## src/rtl/rom_addr_ctrl_if.sv

```systemverilog
// rom_addr_ctrl_if: key-flag / ROM-address bundle between the key filters,
// the address sequencer and the ROM.
//   key1_flag, key2_flag : one-cycle debounced press pulses
//   addr                 : registered ROM read address
//   hold                 : high while a preset address is frozen on addr
// master = key/stimulus side, slave = rom_addr_ctrl.
interface rom_addr_ctrl_if #(
    parameter int unsigned ADDR_W = 8
);
    logic              key1_flag;
    logic              key2_flag;
    logic [ADDR_W-1:0] addr;
    logic              hold;

    modport master (
        output key1_flag,
        output key2_flag,
        input  addr,
        input  hold
    );

    modport slave (
        input  key1_flag,
        input  key2_flag,
        output addr,
        output hold
    );
endinterface

```

## src/rtl/rom_addr_ctrl.sv

```systemverilog
// rom_addr_ctrl: ROM address sequencer for the ROM display experiment.
// In RUN the address steps every CNT_MAX+1 cycles and wraps after ADDR_MAX.
// A key1/key2 press freezes addr on KEY1_ADDR/KEY2_ADDR; pressing the same
// key again resumes from the frozen position, pressing the other key
// switches directly between presets. key1 wins when both keys pulse together.
// Ports:
//   sys_clk   : system clock
//   sys_rst_n : asynchronous active-low reset
//   ctrl_bus  : key flags in, registered addr/hold out (slave modport)
// ctrl_bus must be instantiated with the same ADDR_W as this module.
module rom_addr_ctrl #(
    parameter int unsigned CNT_MAX   = 9_999_999,
    parameter int unsigned ADDR_W    = 8,
    parameter int unsigned ADDR_MAX  = 255,
    parameter int unsigned KEY1_ADDR = 99,
    parameter int unsigned KEY2_ADDR = 199
) (
    input  logic            sys_clk,
    input  logic            sys_rst_n,
    rom_addr_ctrl_if.slave  ctrl_bus
);
    localparam int unsigned CNT_W = (CNT_MAX > 0) ? $clog2(CNT_MAX + 1) : 1;

    localparam logic [CNT_W-1:0]  CNT_TOP  = CNT_W'(CNT_MAX);
    localparam logic [ADDR_W-1:0] ADDR_TOP = ADDR_W'(ADDR_MAX);
    localparam logic [ADDR_W-1:0] K1_ADDR  = ADDR_W'(KEY1_ADDR);
    localparam logic [ADDR_W-1:0] K2_ADDR  = ADDR_W'(KEY2_ADDR);

    typedef enum logic [1:0] {
        RUN   = 2'd0,
        HOLD1 = 2'd1,
        HOLD2 = 2'd2
    } state_t;

    state_t            state, state_next;
    logic [CNT_W-1:0]  cnt, cnt_next;
    logic [ADDR_W-1:0] run_addr, run_addr_next;
    logic [ADDR_W-1:0] addr_next;
    logic              hold_next;

    always_ff @(posedge sys_clk or negedge sys_rst_n) begin
        if (!sys_rst_n) begin
            state         <= RUN;
            cnt           <= '0;
            run_addr      <= '0;
            ctrl_bus.addr <= '0;
            ctrl_bus.hold <= 1'b0;
        end else begin
            state         <= state_next;
            cnt           <= cnt_next;
            run_addr      <= run_addr_next;
            ctrl_bus.addr <= addr_next;
            ctrl_bus.hold <= hold_next;
        end
    end

    // addr/hold are decoded from the current state, so they trail both the
    // step edge and any state change by one cycle and never see the flags
    // combinationally.
    always_comb begin
        state_next    = state;
        cnt_next      = cnt;
        run_addr_next = run_addr;
        addr_next     = run_addr;
        hold_next     = 1'b0;

        unique case (state)
            RUN: begin
                addr_next = run_addr;
                hold_next = 1'b0;
                // A press on the terminal-count cycle suppresses the step.
                if (ctrl_bus.key1_flag) begin
                    state_next = HOLD1;
                    cnt_next   = '0;
                end else if (ctrl_bus.key2_flag) begin
                    state_next = HOLD2;
                    cnt_next   = '0;
                end else if (cnt == CNT_TOP) begin
                    cnt_next      = '0;
                    run_addr_next = (run_addr == ADDR_TOP) ? '0 : run_addr + 1'b1;
                end else begin
                    cnt_next = cnt + 1'b1;
                end
            end
            HOLD1: begin
                addr_next = K1_ADDR;
                hold_next = 1'b1;
                cnt_next  = '0;
                if (ctrl_bus.key1_flag) begin
                    state_next = RUN;
                end else if (ctrl_bus.key2_flag) begin
                    state_next = HOLD2;
                end
            end
            HOLD2: begin
                addr_next = K2_ADDR;
                hold_next = 1'b1;
                cnt_next  = '0;
                if (ctrl_bus.key1_flag) begin
                    state_next = HOLD1;
                end else if (ctrl_bus.key2_flag) begin
                    state_next = RUN;
                end
            end
            default: begin
                state_next = RUN;
                cnt_next   = '0;
            end
        endcase
    end
endmodule

```

## src/flat_wrapper.sv

```systemverilog
// flat-port wrapper written by rule: the top's interface ports become plain ports
module rom_addr_ctrl_flat 
#(
    parameter int unsigned CNT_MAX   = 9_999_999,
    parameter int unsigned ADDR_W    = 8,
    parameter int unsigned ADDR_MAX  = 255,
    parameter int unsigned KEY1_ADDR = 99,
    parameter int unsigned KEY2_ADDR = 199
)
  (sys_clk, sys_rst_n, ctrl_bus_key1_flag, ctrl_bus_key2_flag, ctrl_bus_addr, ctrl_bus_hold);
  rom_addr_ctrl_if #(.ADDR_W(ADDR_W)) ctrl_bus_i ();
  input  logic sys_clk;
  input  logic sys_rst_n;
  input wire logic [$bits(ctrl_bus_i.key1_flag)-1:0] ctrl_bus_key1_flag;
  input wire logic [$bits(ctrl_bus_i.key2_flag)-1:0] ctrl_bus_key2_flag;
  output wire logic [$bits(ctrl_bus_i.addr)-1:0] ctrl_bus_addr;
  output wire logic [$bits(ctrl_bus_i.hold)-1:0] ctrl_bus_hold;
  assign ctrl_bus_i.key1_flag = ctrl_bus_key1_flag;
  assign ctrl_bus_i.key2_flag = ctrl_bus_key2_flag;
  assign ctrl_bus_addr = ctrl_bus_i.addr;
  assign ctrl_bus_hold = ctrl_bus_i.hold;
  rom_addr_ctrl #(.CNT_MAX(CNT_MAX), .ADDR_W(ADDR_W), .ADDR_MAX(ADDR_MAX), .KEY1_ADDR(KEY1_ADDR), .KEY2_ADDR(KEY2_ADDR)) u_core (.sys_clk(sys_clk), .sys_rst_n(sys_rst_n), .ctrl_bus(ctrl_bus_i));
endmodule
```

## config.mk

```make
export PLATFORM = sky130hd
export DESIGN_NAME = rom_addr_ctrl_flat
export DESIGN_NICKNAME = d
export VERILOG_FILES = /design/src/rtl/rom_addr_ctrl_if.sv /design/src/rtl/rom_addr_ctrl.sv /design/src/flat_wrapper.sv
export SDC_FILE = /design/constraint.sdc
export NUM_CORES = 1
export LEC_CHECK = 0
export BUFFER_PORTS_ARGS = -buffer_cell sky130_fd_sc_hd__clkbuf_2
export CORE_MARGIN = 4
export CORE_UTILIZATION = 45
export CTS_CLUSTER_SIZE = 30
export DETAILED_ROUTE_END_ITERATION = 6
export PLACE_DENSITY = 0.63
export SLEW_MARGIN = 20
export SYNTH_ARGS = -nofsm -noshare
export SYNTH_HDL_FRONTEND = slang
export SYNTH_SLANG_ARGS = --single-unit
```

## constraint.sdc

```tcl
create_clock -name sys_clk -period 4.8 [get_ports sys_clk]
set_input_delay 0.24 -clock sys_clk [delete_from_list [all_inputs] [get_ports sys_clk]]
set_output_delay 0.24 -clock sys_clk [all_outputs]
set_load 0.02 [all_outputs]
```

==> impl_metrics.toml, run 1 <==
[synthesis]
synth_compound_area_share_pct = 10.3
synthSimpleGateAreaFrac_pct = 26.0
avgSynthCellArea_um2 = 10.1
synth.area.mux_share_pct = 1.56
yosysSeqAreaShare_pct = 49.7
synth_xor_area_share_pct = 6.07
synth_top_cell_by_area = "dfrtp_1"
async_flop_share_pct = 100
syn_area_mm2 = 0.00216
ys_ff_latch = 43
netlist_top_cells_area = "dfrtp_1, xor2_1, ha_1"
synthFlopType = "dfrtp_1"
synth_cell_type_count = 42
yosysTopAreaCellShare_pct = 49.7
synthesis.nets = 224
synth.most_common_cell = "dfrtp_1"
synth_edf_count = 0
synthAdderAreaFrac_pct = 3.47
synth_warnings = 0
synth_top_family_by_area = "simple AND/OR/NAND/NOR gates"
syn_inst = 214
yosys-top-cells-count = "dfrtp_1, nor2_1, nand2_1, nand3_1, xor2_1"

[worst_setup_path]
cp-end-kind = "flip-flop"
cpLargestDelayFamily = "simple AND/OR/NAND/NOR gates"
start_kind = "flip-flop"
cp.arrival_ns = 2.35
r2r_end = "u_core.cnt[14]"
reg2reg_from = "u_core.cnt[0]"
worstPathCellList = "ha_1 > and4_1 > nand4_2 > o21ai_1 > buf_4 > nor2_1"
ff2ff_path_depth = 6
cp-startpoint = "u_core.cnt[0]"
required_ns = 4.98
critPathSlowestCell = "o21ai_1"
path_class = "flip-flop to flip-flop"
reg2reg_slack_ns = 2.63
crit_cells = 6
critical_path.max_stage_delay_ns = 0.43
cp_num_buf_inv = 1
critPathMaxFanout = 18

[layout]
area_delta_synth_final_pct = 9.19
drive_above_1_share_pct = 15.3
fill_cells = 409
diodes = 0
layout.nets = 238

[place]
gp_routability_congestion = 0.823
io_buffers = 12
preCtsSetupSlack_ns = 2.64
dp_hpwl_mm = 2.86

[sta]
fin_skew_ns = 0.00882
slew_violations = 0
tightest_slew_ns = 0.936
finalCriticalPeriod_ns = 2.17
rsz0062_at_grt = "false"
tns_ns = 0
worst_slack_ns = 2.63
min_period_over_period_pct = 45.2
setup_viol = 0
slew_headroom_pct = 37.6
max_freq_mhz = 461
hold_viol = 0

[floorplanning]
design.core.area_mm2 = 0.00450
io_pins = 13
dieArea_mm2 = 0.00598
initial_core_util_pct = 48.1
dieWidth_um = 77.4
num_rows = 24
die_h_um = 77.4

[global_routing]
overflow = 0
grt_max_degree = 44
track_usage_pct = 14.6
antenna_found_initial = 0
grt_pass1_vias = 1581
grt_pass1_wl_mm = 7.11

[cts]
cts_resized = 0
htreeDepth = 2
numCtsBuffers = 5
post_cts_buffers = 0
cts_tree = "done"
clock_latency_ns = 0.30
clk_pin_slew_ns = 0.09
clockBufferDepth = 2
clkSinkCount = 43
ctsHoldBuffers = 0
cts-root-buf = "clkbuf_8"

[routing]
vias_per_cell = 5.63
drc = 0
avgRoutedWirePerCell_um = 14.2
ant_nets = 0
wirelength_mm = 3.98
drtIter0Drc = 68
firstDrtPassIters = 4
via_count = 1581

[flow_run]
max-cap-violations = 0

[run_status]
outcome = "complete, no violations"

[power_and_ir_drop]
power_frac_seq_pct = 49.4
pwr-share-clk_pct = 27.5
p_sw_uw = 266
internal_power_uw = 580
combPwrFrac_pct = 23.2
power_density_mw_per_mm2 = 358
max-vdd-ir-drop_v = 0.000118
leakagePower_nw = 1.00
p_sw_share_pct = 31.4

[min_path]
hold_path_class = "primary input to async pin"
[power groups by stage]
stage,Clock (mW),Sequential (mW),Combinational (mW)
final,0.232,0.417,0.196
after global routing,0.258,0.420,0.219
after CTS,0.240,0.418,0.200
after detailed placement,0,0.425,0.200
after global placement,0,0.424,0.198
after floorplan,0,0.459,0.103
[logic make-up (layout without fill, tap and decap cells)]
family | after synthesis | after routing
buf+inv | 15 | 30
simple gates | 96 | 96
xor+xnor | 15 | 15
flops | 43 | 43
mux | 3 | 3
compound gates | 36 | 36
fa+ha+maj | 6 | 6
[layer usage]
metal  up-vias  global-route usage (%)  part of all wire (%)
met5         -                       0                     0
li1        806                       -                     -
met1       752                    18.6                    49
met2        17                    24.4                    47
met3         6                    3.47                   2.8
met4         0                    4.63                   1.2
[cell usage in the layout (no fill, tap or decap), drive strengths merged]
| cell | netlist | final |
|---|---|---|
| dfrtp | 43 | 43 |
| nor2 | 19 | 19 |
| clkbuf | 2 | 16 |
| nand2 | 12 | 12 |
| nand3 | 12 | 12 |
| xor2 | 12 | 12 |
| nand4 | 12 | 12 |
| o21ai | 11 | 11 |
| inv | 9 | 9 |
| a21oi | 9 | 9 |
| o31ai | 7 | 7 |
| or4 | 7 | 7 |
| and4 | 6 | 6 |
| ha | 6 | 6 |
| or2 | 4 | 4 |
| and3 | 4 | 4 |
| or3 | 4 | 4 |
| nor2b | 3 | 3 |
| nor3b | 3 | 3 |
| xnor2 | 3 | 3 |
| mux2 | 3 | 3 |
| a31oi | 3 | 3 |
| nor4bb | 2 | 2 |
| nor4 | 2 | 2 |
| nor3 | 2 | 2 |
| clkinv | 0 | 2 |
| and2 | 2 | 2 |
| buf | 4 | 2 |
| or3b | 1 | 1 |
| a31o | 1 | 1 |
| o211ai | 1 | 1 |
| o21a | 1 | 1 |
| a211oi | 1 | 1 |
| nand2b | 1 | 1 |
| a2bb2oi | 1 | 1 |
| a32oi | 1 | 1 |
| clkinvlp | 0 | 1 |
[worst reg2reg max path: cells and delay by family, from the launching register on]
| family | cells | cell delay (ns) |
|---|---|---|
| flops | 1 | 0.41 |
| fa+ha+maj | 1 | 0.24 |
| compound gates | 1 | 0.43 |
| simple gates | 3 | 0.67 |
| buf+inv | 1 | 0.31 |
[per-stage QoR]
| step | std cells | utilization (%) | hold WS (ns) | cell area [um2] | power [mW] |
|---|---|---|---|---|---|
| 6_report | 281 | 52.5 | 0.0781 | 2360 | 0.845 |
| 5_1_grt | 281 | 52.5 | 0.171 | 2360 | 0.896 |
| 4_1_cts | 281 | 52.5 | 0.162 | 2360 | 0.858 |
| 3_5_place_dp | 273 | 50.4 | 0.482 | 2270 | 0.625 |
| 3_3_place_gp | 273 | 50.4 | 0.478 | 2270 | 0.622 |
| 2_1_floorplan | 214 | - | -0.0556 | 2160 | 0.562 |
[how the worst max path moves through the flow]
stage,end,slack (ns)
floorplan,u_core.run_addr[0],3.02
global placement,u_core.cnt[7],2.71
detailed placement,u_core.cnt[4],2.64
CTS,u_core.cnt[14],2.62
global route,u_core.cnt[14],2.42
finish,u_core.cnt[14],2.63
[registers in the layout, indices dropped and copies added, names as in the netlist]
signal,cells
u_core.cnt,24
u_core.ctrl_bus.addr,8
u_core.ctrl_bus.hold,1
u_core.run_addr,8
u_core.state,2
[cell type report]
class / count / area [um2] / area share, %
Timing Repair Buffer: 13 / 67.6 / 2.86
Inverter: 9 / 33.8 / 1.43
Clock inverter: 3 / 25.0 / 1.06
Tap cell: 52 / 65.1 / 2.75
Sequential cell: 43 / 1080 / 45.5
Clock buffer: 5 / 68.8 / 2.91
Multi-Input combinational cell: 156 / 1030 / 43.5
(Power assumes the default switching activity.)
==> inputs of run 2 (changes only) <==
PLACE_DENSITY = 0.65   (was 0.63)
clock period = 1.8 ns   (was 4.8 ns; I/O delays follow)
==> impl_metrics.toml, run 2 (synthesis results as in run 1) <==
[layout]
area_delta_synth_final_pct = 30.2
fill_cells = 383
layout_commonest_cell = "dfrtp_1"
fin_area_mm2 = 0.00282
top_register = "u_core.cnt"
largest_reg_flops = 24
final_cells = 321
final_cell_mix = "dfrtp_1, buf_4, nor2_1"
reg.largest.list = "u_core.cnt (24), u_core.ctrl_bus.addr (8), u_core.run_addr (8)"
drive_above_1_share_pct = 34.2
layout.nets = 278
diodes = 0
final_core_util_pct = 62.6

[routing]
firstDrtPassIters = 4
ant_nets = 0
via_count = 1776
drtIter0Drc = 173
drc = 0
avgRoutedWirePerCell_um = 13.9
vias_per_cell = 5.53
wirelength_mm = 4.46

[sta]
tightest_slew_ns = 0.545
min_period_over_period_pct = 99.7
timing.hold.ws_ns = 0.0656
setup_viol = 0
finalCriticalPeriod_ns = 1.79
worst_slack_ns = 0.00505
rsz0062_at_grt = "true"
max_freq_mhz = 557
slew_headroom_pct = 63.7
slew_violations = 0
fin_skew_ns = 0.00488
tns_ns = 0
hold_viol = 0

[place]
io_buffers = 12
dp_hpwl_mm = 3.16
gp_routability_congestion = 0.815
placedCellCount = 307
postPlaceCellArea_mm2 = 0.00252
preCtsSetupSlack_ns = -0.0203

[power_and_ir_drop]
leakagePower_nw = 1.26
max-vdd-ir-drop_v = 0.000468
power_density_mw_per_mm2 = 887
power.total_mw = 2.50

[cts]
clkSinkCount = 43
numCtsBuffers = 5
clk_pin_slew_ns = 0.08
clockBufferDepth = 2
cts_tree = "done"
cts-root-buf = "clkbuf_8"
htreeDepth = 2
clock_latency_ns = 0.29

[global_routing]
antenna_found_initial = 0
track_usage_pct = 15.7
grt_max_degree = 44
overflow = 0
grt_pass1_vias = 1651
grt_pass1_wl_mm = 7.72

[worst_setup_path]
cp.arrival_ns = 2.02
reg2reg_from = "u_core.cnt[13]"
path_class = "flip-flop to flip-flop"
start_kind = "flip-flop"
cp-startpoint = "u_core.cnt[13]"
cp-end-kind = "flip-flop"
required_ns = 2.03
critPathMaxFanout = 6

[floorplanning]
dieArea_mm2 = 0.00598
num_rows = 24
design.core.area_mm2 = 0.00450
dieWidth_um = 77.4
initial_core_util_pct = 48.1
io_pins = 13
die_h_um = 77.4

[flow_run]
max-cap-violations = 0

[run_status]
outcome = "complete, no violations"

[min_path]
hold_path_class = "primary input to flip-flop"
hold_path.startpoint = "ctrl_bus_key1_flag"
-- run 2: cell type report --
class,count,area (um2),area share [%]
clock buffer,5,68.8,2.44
tap,52,65.1,2.31
sequential,43,1080,38.2
clock inverter,3,43.8,1.55
timing repair buffer,53,382,13.5
multi-input combinational,156,1150,40.8
inverter,9,33.8,1.20
-- run 2: worst paths after layout --
path                       cells after the start                  to  slack [ns]
max                                            5      u_core.cnt[21]       0.005
min                                            2     u_core.state[1]        0.07
max reg2reg                                    5      u_core.cnt[21]       0.005
max in group asynchronous                      3  u_core.run_addr[4]        1.03
min reg2reg                                    1  u_core.run_addr[6]        0.49
min in group asynchronous                      3      u_core.cnt[20]        0.40
-- run 2: critical path, cell delays in order, from the launching register on --
cell,delay [ns]
dfrtp_1,0.39
buf_6,0.13
nand4_1,0.10
or4_4,0.56
or4_4,0.43
a21oi_2,0.12
-- run 2: repair_timing --
item	in CTS	in global routing
pin swaps	4	13
gates cloned	0	0
setup buffers	0	5
hold buffers	1	0
gates resized for setup	3	27
hold endpoints to repair	43	0
endpoints found under the setup margin	7	30
-- run 2: power by group --
| part | internal [mW] | leakage [nW] | switching [mW] | total, mW |
|---|---|---|---|---|
| Sequential | 1.07 | 0.574 | 0.0317 | 1.10 |
| Combinational | 0.293 | 0.632 | 0.359 | 0.652 |
| Clock | 0.413 | 0.0581 | 0.337 | 0.751 |
-- run 2: per-layer routing --
layer	share of wire, %	GRT usage (%)	routed length, um	up-vias
li1	-	-	-	889
met1	47	22.0	2120	854
met5	0	0	0	-
met2	48	24.9	2160	26
met3	2.8	3.13	123	7
met4	1.5	4.80	65	0
==> inputs of run 3 (changes only) <==
CORE_ASPECT_RATIO = 0.7   (was default)
==> impl_metrics.toml, run 3 (synthesis results as in run 1) <==
[worst_setup_path]
critPathMaxFanout = 5
reg2reg_slack_ns = 0.02
path_class = "flip-flop to flip-flop"
ff2ff_path_depth = 5
required_ns = 2.02
cp-end-kind = "flip-flop"
reg2reg_from = "u_core.cnt[0]"
r2r_end = "u_core.cnt[22]"
start_kind = "flip-flop"
cp.arrival_ns = 2.00

[layout]
fin_area_mm2 = 0.00283
area_delta_synth_final_pct = 30.8
largest_reg_flops = 24
diodes = 0
layout.nets = 274
final_cells = 320
fill_cells = 355
reg.largest.list = "u_core.cnt (24), u_core.ctrl_bus.addr (8), u_core.run_addr (8)"
final_cell_mix = "dfrtp_1, buf_4, nor2_1"
top_register = "u_core.cnt"
layout_commonest_cell = "dfrtp_1"
drive_above_1_share_pct = 36.2
final_core_util_pct = 63.2

[sta]
hold_viol = 0
finalCriticalPeriod_ns = 1.78
max_freq_mhz = 561
slew_violations = 0
min_period_over_period_pct = 99.1
setup_viol = 0
fin_skew_ns = 0.00330
rsz0062_at_grt = "true"
tightest_slew_ns = 0.541
slew_headroom_pct = 64.0

[global_routing]
grt_pass1_vias = 1683
use_met3_pct = 3.53
track_usage_pct = 17.8
grtUsageMet1_pct = 28.4
overflow = 0
antenna_found_initial = 0
grt_max_degree = 44
grt_pass1_wl_mm = 8.47
grt.met2_usage_pct = 24.7
busiest_layer = "met1"

[routing]
avgRoutedWirePerCell_um = 15.7
via_count = 1781
firstDrtPassIters = 5
drtIter0Drc = 111
ant_nets = 0
vias_per_cell = 5.57
drc = 0
wirelength_mm = 5.02

[floorplanning]
design.core.area_mm2 = 0.00448
dieArea_mm2 = 0.00600
dieWidth_um = 90.9
die_h_um = 66.0
num_rows = 20
io_pins = 13
initial_core_util_pct = 48.3

[cts]
numCtsBuffers = 5
htreeDepth = 2
clk_pin_slew_ns = 0.08
clkSinkCount = 43
clockBufferDepth = 2
clock_latency_ns = 0.29
cts-root-buf = "clkbuf_8"
cts_tree = "done"

[min_path]
hold_path.startpoint = "ctrl_bus_key1_flag"
hold_end = "u_core.state[1]"
hold_path_class = "primary input to flip-flop"
hold_path_depth = 2

[power_and_ir_drop]
power.total_mw = 2.70
power_frac_seq_pct = 40.9
max-vdd-ir-drop_v = 0.000513
leakagePower_nw = 1.24
p_sw_uw = 745
power_density_mw_per_mm2 = 952
p_sw_share_pct = 27.6
internal_power_mw = 1.95
pwr-share-clk_pct = 32.9
combPwrFrac_pct = 26.2

[place]
placedCellCount = 305
gp_routability_congestion = 0.880
dp_hpwl_mm = 3.48
io_buffers = 12
postPlaceCellArea_mm2 = 0.00249

[run_status]
outcome = "complete, no violations"

[flow_run]
max-cap-violations = 0
[run 3: cell count changes in the layout (fill, tap and decap cells not counted), sizes merged]
cell	delta
clkinv	-2
bufinv	+1
clkbuf	+1
buf	-4
[run 3: metrics by stage]
step / worst slack [ns] / hold slack [ns] / setup TNS (ns)
after floorplan: 0.0180 / -0.206 / 0
after global placement: -0.00611 / 0.203 / -0.00611
after detailed placement: -0.0225 / 0.201 / -0.0736
after CTS: 0.00275 / 0.0371 / 0
after global routing: -0.0743 / 0.105 / -0.221
final: 0.0163 / 0.0881 / 0
[run 3: how the worst max path moves through the flow]
stage | start | end | slack, ns | cells after the start
2_1_floorplan | u_core.state[0] | u_core.run_addr[0] | 0.02 | 6
3_3_place_gp | u_core.cnt[12] | u_core.cnt[21] | -0.006 | 4
3_5_place_dp | u_core.state[0] | u_core.run_addr[0] | -0.02 | 6
4_1_cts | u_core.cnt[2] | u_core.cnt[21] | 0.003 | 4
5_1_grt | u_core.cnt[0] | u_core.cnt[22] | -0.07 | 5
6_report | u_core.cnt[0] | u_core.cnt[22] | 0.02 | 5
[run 3: power by group through the flow]
stage                     logic, mW  clock network [mW]  registers (mW)
after detailed placement      0.641                   0            1.12
after CTS                     0.647               0.899            1.10
after floorplan               0.275                   0            1.22
after global placement        0.642                   0            1.12
after global routing          0.782               0.949            1.11
final                         0.707               0.886            1.10
[run 3: what timing repair did]
item,4_1_cts,5_1_grt
hold endpoints to repair,43,0
hold buffers,1,0
pin swaps,4,11
buffers inserted,0,6
endpoints found under the setup margin,6,13
resized for setup,4,31
[run 3: cell type report]
class	instances	area, um2	share of cell area, %
timing repair buffer	49	348	12.3
multi-input combinational	156	1170	41.2
sequential	43	1080	38.2
tap	55	68.8	2.43
inverter	9	33.8	1.19
clock buffer	6	72.6	2.56
clock inverter	2	60.1	2.12
[run 3: routing by layer]
layer	vias up	part of all wire, %
met5	-	0
met1	862	55
li1	881	-
met2	36	41
met3	2	3.5
met4	0	0.20
[run 3: worst max-delay path, cell delays in order, from the launching register on]
cell	delay, ns
dfrtp_1	0.40
ha_2	0.21
nand4_1	0.11
or4_4	0.53
or3_1	0.32
a21oi_1	0.15
